<file path="src/rtl/misc_mem_pkg.sv">
// Shared definitions for the fetch / load-store memory arbiter.
// Port ids double as bit positions in the two-bit request/grant vectors.
package misc_mem_pkg;

    localparam int ADDR_W_DEF = 16;
    localparam int DATA_W_DEF = 16;

    localparam logic PORT_IF = 1'b0;
    localparam logic PORT_LS = 1'b1;

    typedef enum logic [1:0] {
        IDLE    = 2'd0,
        RESP_IF = 2'd1,
        RESP_LS = 2'd2
    } owner_e;

endpackage

</file>
<file path="src/rtl/rr_arb2.sv">
// Two-input round-robin picker; holds the last-winner pointer.
// Grant is combinational from req and the registered pointer.
module rr_arb2
    import misc_mem_pkg::*;
(
    input  logic       clk,
    input  logic       rst_n,
    input  logic [1:0] req,
    output logic [1:0] gnt
);

    logic last;
    logic pick;

    always_comb begin
        pick = last;
        unique case (req)
            2'b01:   pick = PORT_IF;
            2'b10:   pick = PORT_LS;
            2'b11:   pick = ~last;
            default: pick = last;
        endcase
    end

    always_comb begin
        gnt = 2'b00;
        if (|req) begin
            gnt = (pick == PORT_LS) ? 2'b10 : 2'b01;
        end
    end

    // Reset value makes ls win the first tie.
    always_ff @(posedge clk or negedge rst_n) begin
        if (!rst_n) begin
            last <= PORT_IF;
        end else if (|req) begin
            last <= pick;
        end
    end

endmodule

</file>
<file path="src/rtl/mem_arbiter.sv">
// Arbitrates fetch and load/store ports onto one synchronous memory.
// Read data is routed back one cycle after grant via the owner state.
module mem_arbiter
    import misc_mem_pkg::*;
#(
    parameter int ADDR_W = ADDR_W_DEF,
    parameter int DATA_W = DATA_W_DEF
) (
    input  logic              clk,
    input  logic              rst_n,
    input  logic              if_req,
    input  logic [ADDR_W-1:0] if_addr,
    output logic              if_gnt,
    output logic              if_rvalid,
    output logic [DATA_W-1:0] if_rdata,
    input  logic              ls_req,
    input  logic              ls_we,
    input  logic [ADDR_W-1:0] ls_addr,
    input  logic [DATA_W-1:0] ls_wdata,
    output logic              ls_gnt,
    output logic              ls_rvalid,
    output logic [DATA_W-1:0] ls_rdata,
    output logic [ADDR_W-1:0] mem_addr,
    output logic [DATA_W-1:0] mem_data,
    output logic              mem_we,
    input  logic [DATA_W-1:0] mem_q
);

    logic [1:0] req;
    logic [1:0] gnt;
    owner_e     state;
    owner_e     state_nx;

    assign req[PORT_IF] = if_req;
    assign req[PORT_LS] = ls_req;

    rr_arb2 u_arb (
        .clk   (clk),
        .rst_n (rst_n),
        .req   (req),
        .gnt   (gnt)
    );

    assign if_gnt = gnt[PORT_IF];
    assign ls_gnt = gnt[PORT_LS];

    always_comb begin
        mem_addr = '0;
        mem_data = '0;
        mem_we   = 1'b0;
        unique case (1'b1)
            gnt[PORT_LS]: begin
                mem_addr = ls_addr;
                mem_data = ls_wdata;
                mem_we   = ls_we;
            end
            gnt[PORT_IF]: begin
                mem_addr = if_addr;
            end
            default: begin
                mem_addr = '0;
            end
        endcase
    end

    always_ff @(posedge clk or negedge rst_n) begin
        if (!rst_n) begin
            state <= IDLE;
        end else begin
            state <= state_nx;
        end
    end

    // Every cycle re-decides ownership, so a response never stalls a grant.
    always_comb begin
        state_nx = IDLE;
        unique case (1'b1)
            gnt[PORT_IF]:           state_nx = RESP_IF;
            gnt[PORT_LS] && !ls_we: state_nx = RESP_LS;
            default:                state_nx = IDLE;
        endcase
    end

    always_comb begin
        if_rvalid = 1'b0;
        ls_rvalid = 1'b0;
        if_rdata  = '0;
        ls_rdata  = '0;
        unique case (state)
            RESP_IF: begin
                if_rvalid = 1'b1;
                if_rdata  = mem_q;
            end
            RESP_LS: begin
                ls_rvalid = 1'b1;
                ls_rdata  = mem_q;
            end
            default: begin
                if_rvalid = 1'b0;
            end
        endcase
    end

endmodule
</file>
<file path="config.mk">
export PLATFORM = sky130hd
export DESIGN_NAME = mem_arbiter
export DESIGN_NICKNAME = d
export VERILOG_FILES = /design/src/rtl/misc_mem_pkg.sv /design/src/rtl/rr_arb2.sv /design/src/rtl/mem_arbiter.sv
export SDC_FILE = /design/constraint.sdc
export NUM_CORES = 1
export LEC_CHECK = 0
export CAP_MARGIN = 0
export CORE_UTILIZATION = 19
export CTS_CLUSTER_SIZE = 40
export DETAILED_ROUTE_END_ITERATION = 16
export PLACE_DENSITY = 0.86
export SLEW_MARGIN = 25
export SYNTH_ARGS = -nofsm -noshare
export SYNTH_HDL_FRONTEND = slang
export SYNTH_SLANG_ARGS = --single-unit
</file>
<file path="constraint.sdc">
create_clock -name clk -period 1.9 [get_ports clk]
set_input_delay 0.57 -clock clk [delete_from_list [all_inputs] [get_ports clk]]
set_output_delay 0.57 -clock clk [all_outputs]
set_load 0.02 [all_outputs]
</file>
# After elaboration in Yosys (flattened, before gate mapping)
# Cells that the tools add are included.
# Widths: inputs -> output; s select.
# totals
ff_bits	3
inputBits	69
elab_cells	22
# classes
eq_ne	5
muxes	11
n_bitwise	1
n_reduce_logical	3
# op_table
cell	count
$mux 16	3
$pmux 16 s2	1
$eq 2x2->1 const B	3
$eq 2x1->1 const B	2
$mux 2	2
$pmux 2 s2	1
$mux 1	3
$pmux 1 s3	1
$reduce_or 2->1	1
$logic_and 1x1->1	1
$logic_not 1->1	1
$not 1->1	1

# Logic depth before layout (Yosys ltp)
# Gate-level depths: netlist of the first run.
# depth
ltp_word	6
mapped_depth	4
depth_no_buf	2

# Modules after synthesis
# A second synthesis of the first run with hierarchy kept.
# hier_totals
hier_cells	88
hier_area_um2	753.2
# by_module_without_submodules
mod	instances	cells_per_inst	area_per_inst_um2	seq_area_each_um2
mem_arbiter	1	82	699.4	50.0
rr_arb2	1	6	53.8	25.0

# Least setup slack after synthesis of the first run
# OpenSTA, ideal clock, no wires.
# synth_timing
path_kind	input-to-output
startpoint	input port if_req
endpoint	output port mem_data[10]
arrival_time_ps	1378
path_slack_ps	-48
path_stages	4
path_buffers	2
path_cell_list	buf_2 a21boi_4 buf_4 and2_1
# synth_via
elab_chain_len	5
elab_cells_between_ends	8
cone_classes	3 x eq/ne; 4 x mux; 1 x reduce/logical
# synth_rtl
element	line_no	source
start: declaration	mem_arbiter.sv:11	input logic if_req,
$eq 2x2->1 / $eq 2x1->1 (equally long branches)	rr_arb2.sv:17	unique case (req)
$pmux 1 s3	rr_arb2.sv:17	
$mux 2	rr_arb2.sv:28	gnt = (pick == PORT_LS) ? 2'b10 : 2'b01;
$mux 2 *	rr_arb2.sv:27	if (|req) begin
net ls_gnt	mem_arbiter.sv:20	output logic ls_gnt,
$mux 16 *	mem_arbiter.sv:51	unique case (1'b1)
end: declaration	mem_arbiter.sv:24	output logic [DATA_W-1:0] mem_data,
# The timed path passes the listed nets; every way through them passes the cells marked *.

# Final worst setup path of the first run
# layout_timing
startpoint	input port ls_req
endpoint	output port mem_addr[5]
# layout_via
elab_chain_len	5
elab_cells_between_ends	8
cone_classes	3 x eq/ne; 4 x mux; 1 x reduce/logical
# layout_rtl
element	line_no	source
start: declaration	mem_arbiter.sv:16	input logic ls_req,
$eq 2x2->1 / $eq 2x1->1 (equally long branches)	rr_arb2.sv:17	
$pmux 1 s3	rr_arb2.sv:17	
$mux 2	rr_arb2.sv:28	
$mux 2 *	rr_arb2.sv:27	
$pmux 16 s2 *	mem_arbiter.sv:51	
end: declaration	mem_arbiter.sv:23	output logic [ADDR_W-1:0] mem_addr,
# Every way passes the cells marked *; elsewhere a longest branch is shown, timed or not.

==> flow_summary.yaml, run 1 <==
run_status:
  status: "finished with violations"
  violations: "negative setup slack"
timing:
  fmax_mhz: 498.2
  fin_setup_tns_ps: -1523
  setup_slack_ps: -107.2
  period_share_pct: 105.6
  min_period_ps: 2007
  skew_ps: 2.749
  slew_headroom_pct: 86.65
  maxSlewViolCount: 0
  hold_viol: 0
  grt_setup_unrepaired: "true"
  tightest_slew_ps: 201.0
  setup_viol: 25
synthesis:
  yosys-top-cells-area: "and2_1, a32o_1, dfrtp_1"
  synth_top_cell_area_share_pct: 45.79
  yosys.cell_count.top_type: "and2_1"
  synth-seq-area-share_pct: 11.21
  syn-num-nets: 154
  ys_ff_latch: 3
  yosysWarnings: 0
  postSynthCellCount: 85
  yosysUniqueCellTypes: 14
  ys_top_cells_by_count: "and2_1, a32o_1"
  avgSynthCellArea_sq_um: 7.875
  synth_top_area_cell: "and2_1"
  synth-main-ff-cell: "dfrtp_1"
  synthArstFlopShare_pct: 100.0
  synth_edf_count: 0
  syn_area_sq_um: 669.4
clock_network:
  cts_tree: "built"
  hold_buffers: 0
  clk_path_buf_depth: 2
  path_clk_slew_ps: 40
  cts.sinks: 3
  clk_latency_ps: 230
  cts.htree.levels: 1
  numCtsBuffers: 3
  clockRootBuffer: "clkbuf_4"
grt:
  grt_use_total_pct: 17.45
  antenna_found_initial: 0
  grt_overflow: 0
  grt_max_degree: 19
  grt_pass1_vias: 1126
  grt_pass1_wl_microns: 4864
drt:
  drc: 0
  vias: 1240
  vias_per_cell: 4.429
  avgRoutedWirePerCell_microns: 13.06
  drtIter0Drc: 21
  antenna_left: 0
  drt_first_pass_iters: 2
  wl_microns: 3658
floorplan:
  die_area_sq_um: 3764
  die_y_microns: 61.36
  start_util_pct: 19.90
  pin_count: 138
  die_x_microns: 61.36
  rows: 21
  core_region_area_sq_um: 3363
power:
  peakVddDrop_v: 0.0002526
  leakage_nw: 1.213
  p_per_area_nw_per_um2: 388.6
setup_path:
  crit_path_end_kind: "output pin"
  crit_path_max_fanout: 5
  start_kind: "primary input"
  cp.required_ps: 1330
  crit_type: "in -> out"
  rrSetupSlack_ps: 730
  crit_arrival_ps: 1440
placement:
  dpl.hpwl_microns: 2751
  portBuffers: 137
  gp_congestion: 0.6465
  place_ws_ps: -909.1
hold_path:
  min_path_type: "in -> async"
final_layout:
  final.fill_count: 277
  layout.area.seq_sq_um: 76.32
  num_antenna_cells: 0
  final_util_pct: 69.42
  multiInputGateArea_sq_um: 613.1
  layout.nets: 304
  area_growth_pct: 248.8
  drive_gt1_share_pct: 57.69
job:
  cap_violations: 0
## per-stage QoR
step	hold WS [ps]	instance area, sq um	std cells	power, mW
floorplan	274.4	704.4	85	0.3552
global placement	548.1	2146	268	0.7025
detailed placement	545.1	2146	268	0.7091
CTS	520.3	2177	280	0.8734
global route	512.8	2335	280	0.9603
finish	520.6	2335	280	0.9074
## path summary, 6_finish.rpt
check | start | depth (start not counted) | endpoint
worst max-delay path | ls_req | 6 | mem_addr[5]
worst min register to register | u_arb.last$_DFFE_PN0N_ | 2 | u_arb.last$_DFFE_PN0N_
min in group clk | u_arb.last$_DFFE_PN0N_ | 2 | u_arb.last$_DFFE_PN0N_
worst min-delay path | rst_n | 1 | state[1]$_DFF_PN0_
worst max register to register | u_arb.last$_DFFE_PN0N_ | 5 | state[1]$_DFF_PN0_
max in group asynchronous | rst_n | 1 | u_arb.last$_DFFE_PN0N_
## layout make-up
cell class                      instances  share of cell area (%)
Multi-Input combinational cell         73                   26.26
Tap cell                               46                   2.465
Sequential cell                         3                   3.269
Timing Repair Buffer                  154                   66.88
Clock buffer                            4                   1.125
## sequential cells by signal, summed over array words and instances, names as in the netlist
register and flops:
state 2, u_arb.last 1
## cells by family after synthesis
logic type,share of synthesized area (%)
buffers and inverters,10.09
DFF,11.21
AOI/OAI and AO/OA,27.48
and+or+nand+nor,51.22
## cells in the final DEF, fill, tap and decap left out
cell             Yosys  final
buf_6                1     54
clkbuf_4             0      3
clkdlybuf4s50_1      0     56
a32o_1              16      2
clkbuf_1             1      1
buf_16               0      2
a32o_2               0     14
buf_4                3     16
nor2b_1              3      3
dfrtp_2              0      1
nand2b_4             0      1
nor2_1               1      1
and2_4               0     22
buf_2                3     12
and2_2               1      6
dlymetal6s2s_1       0      7
and2_1              49     22
dlygate4sd2_1        0      4
buf_8                1      2
dfrtp_1              3      2
clkbuf_2             0      1
a21boi_4             1      1
a21oi_1              1      1
## metal layers
metal | wire [microns] | up-vias | GRT usage (%)
met5 | 0 | - | 0
met4 | 82 | 0 | 7.619
met1 | 1169 | 557 | 16.77
li1 | - | 595 | -
met3 | 386 | 8 | 4.832
met2 | 2020 | 80 | 34.32
## power breakdown
part	total, mW	switching [mW]	leakage [nW]	internal [mW]
registers	0.0773	0.00616	0.0358	0.0712
logic	0.719	0.290	1.16	0.428
clock network	0.111	0.0328	0.0150	0.0787
## worst max-delay path: stages
cell,delay [ps]
buf_8,100
a21boi_4,140
buf_6,140
buf_16,130
a32o_2,230
buf_6,130
## timing repair
item                                    4_1_cts  5_1_grt
pin swaps                                    15        4
cloned                                        3        0
endpoints found under the setup margin       69       59
gates resized for setup                     367       67
buffers inserted                              5        2
(Power assumes the default switching activity.)
==> run 2: changes to the inputs <==
CAP_MARGIN = 15   (was 0)
GPL_ROUTABILITY_DRIVEN = 0   (was not set)
==> results of run 2 <==
No change in the layout: final DEF, timing and power equal those of run 1.
==> run 3: changes to the inputs <==
CORE_UTILIZATION = 20   (was 19)
PLACE_DENSITY = 0.9   (was 0.86)
clock period = 2.4 ns   (was 1.9 ns; I/O delays follow)
==> run 3 against run 2 <==
Compared with the run above: the run now ends clean; clock skew fell by 0.92 ps; final cell count fell by 3.2%; final area fell by 10%; sequential cell count did not move; global-route usage rose by 1.9 points; critical endpoint is now if_rdata[12].
==> flow_summary.yaml, run 3 (same netlist as run 1, synthesis figures left out) <==
power:
  leakage_nw: 1.026
  total_power_mw: 0.6291
  peakVddDrop_v: 0.0002167
  p_per_area_nw_per_um2: 299.5
drt:
  wl_microns: 3614
  vias_per_cell: 4.461
  avgRoutedWirePerCell_microns: 13.34
  drt_first_pass_iters: 2
  drtIter0Drc: 26
  antenna_left: 0
  vias: 1209
  drc: 0
floorplan:
  rows: 20
  core_region_area_sq_um: 3103
  pin_count: 138
  start_util_pct: 21.57
  die_x_microns: 59.85
  die_area_sq_um: 3582
  die_y_microns: 59.85
final_layout:
  final_area_sq_um: 2101
  area_growth_pct: 213.8
  layout.nets: 297
  mostFrequentLayoutCells: "clkdlybuf4s50_1, and2_1, dlygate4sd2_1"
  num_antenna_cells: 0
  layout_commonest_cell: "clkdlybuf4s50_1"
  largest_reg_flops: 2
  top_regs: "state: 2 flops, u_arb.last: 1 flops"
  regMostFlops: "state"
  drive_gt1_share_pct: 24.67
clock_network:
  cts_tree: "built"
  cts.htree.levels: 1
  numCtsBuffers: 3
  cts.sinks: 3
  clk_path_buf_depth: 2
  clk_latency_ps: 230
  path_clk_slew_ps: 40
  clockRootBuffer: "clkbuf_4"
  hold_buffers: 0
timing:
  setup_slack_ps: 32.22
  grt_setup_unrepaired: "false"
  tightest_slew_ps: 232.4
  hold_viol: 0
  period_share_pct: 98.66
  min_period_ps: 2368
  setup_viol: 0
  slew_headroom_pct: 84.57
  fmax_mhz: 422.3
  skew_ps: 1.828
  maxSlewViolCount: 0
  fin_setup_tns_ps: 0
job:
  cap_violations: 0
setup_path:
  cp.required_ps: 1680
  crit_path_end_kind: "output pin"
  cp_slowest_cell: "clkdlybuf4s50_1"
  crit_family: "buffers and inverters"
  crit_arrival_ps: 1650
  crit_type: "in -> out"
  max_stage_delay_ps: 470
  start_kind: "primary input"
  path_buf_inv: 2
  crit_path_max_fanout: 2
  path_cells: "clkdlybuf4s50_1 -> and2_1 -> dlygate4sd2_1"
grt:
  grt_pass1_wl_microns: 5161
  grt_overflow: 0
  grt_use_total_pct: 19.39
  grt_pass1_vias: 1137
  antenna_found_initial: 0
  grt_max_degree: 19
placement:
  place_area_sq_um: 2106
  portBuffers: 137
  dpl.hpwl_microns: 2961
  place_ws_ps: -714.8
run_status:
  status: "finished clean"
hold_path:
  min_path_type: "reg -> reg"
run 3: cell count changes in the layout (fill, tap and decap cells not counted), sizes merged:
| cell | change |
|---|---|
| buf | -41 |
| clkbuf | -1 |
| clkdlybuf4s15 | +5 |
| clkdlybuf4s50 | +12 |
| dlygate4sd2 | +25 |
| dlymetal6s2s | -7 |
run 3: where the power goes:
| group | internal (mW) | leakage, nW | switching, mW |
|---|---|---|---|
| registers | 0.0558 | 0.0367 | 0.00475 |
| logic | 0.270 | 0.975 | 0.211 |
| clock network | 0.0623 | 0.0150 | 0.0256 |
run 3: layout make-up:
class | count | area (sq um)
well taps | 44 | 55.05
repair buffers | 147 | 1409
multi-input cells | 73 | 535.5
fillers | 273 | 1002
flip-flops and latches | 3 | 75.07
clock buffers | 4 | 26.28
run 3: worst reg2reg max path, delay by kind of cell, from the launching register on:
| kind | cells | cell delay, ps |
|---|---|---|
| buffers and inverters | 1 | 170 |
| flip-flops | 1 | 420 |
| AND/OR/NAND/NOR | 2 | 410 |
run 3: stage by stage:
stage | cells | hold slack (ps) | utilization, %
after floorplan | 85 | 424.4 | -
after global placement | 264 | 546.2 | 67.86
after detailed placement | 264 | 544.8 | 67.86
after CTS | 272 | 547.4 | 67.10
after global routing | 271 | 580.0 | 67.70
final | 271 | 548.2 | 67.70
run 3: timing repair:
action,in CTS,in global routing
endpoints found under the setup margin,67,36
setup buffers,3,0
gates cloned,1,0
pin swaps,2,2
gates resized for setup,213,16
run 3: metal layers:
layer	vias to the layer above	global-route usage [%]	part of all wire (%)
li1	585	-	-
met1	531	17.23	32
met2	87	38.41	54
met3	6	5.844	13
met4	0	9.967	1.5
met5	-	0	0
run 3: final timing paths:
path | to | startpoint | slack [ps] | cells after the start
max | if_rdata[12] | mem_q[12] | 30 | 3
min | u_arb.last$_DFFE_PN0N_ | u_arb.last$_DFFE_PN0N_ | 550 | 1
max reg2reg | state[0]$_DFF_PN0_ | u_arb.last$_DFFE_PN0N_ | 1280 | 3
min reg2reg | u_arb.last$_DFFE_PN0N_ | u_arb.last$_DFFE_PN0N_ | 550 | 1
max in group asynchronous | state[0]$_DFF_PN0_ | rst_n | 1570 | 1
min in group asynchronous | state[1]$_DFF_PN0_ | rst_n | 680 | 1
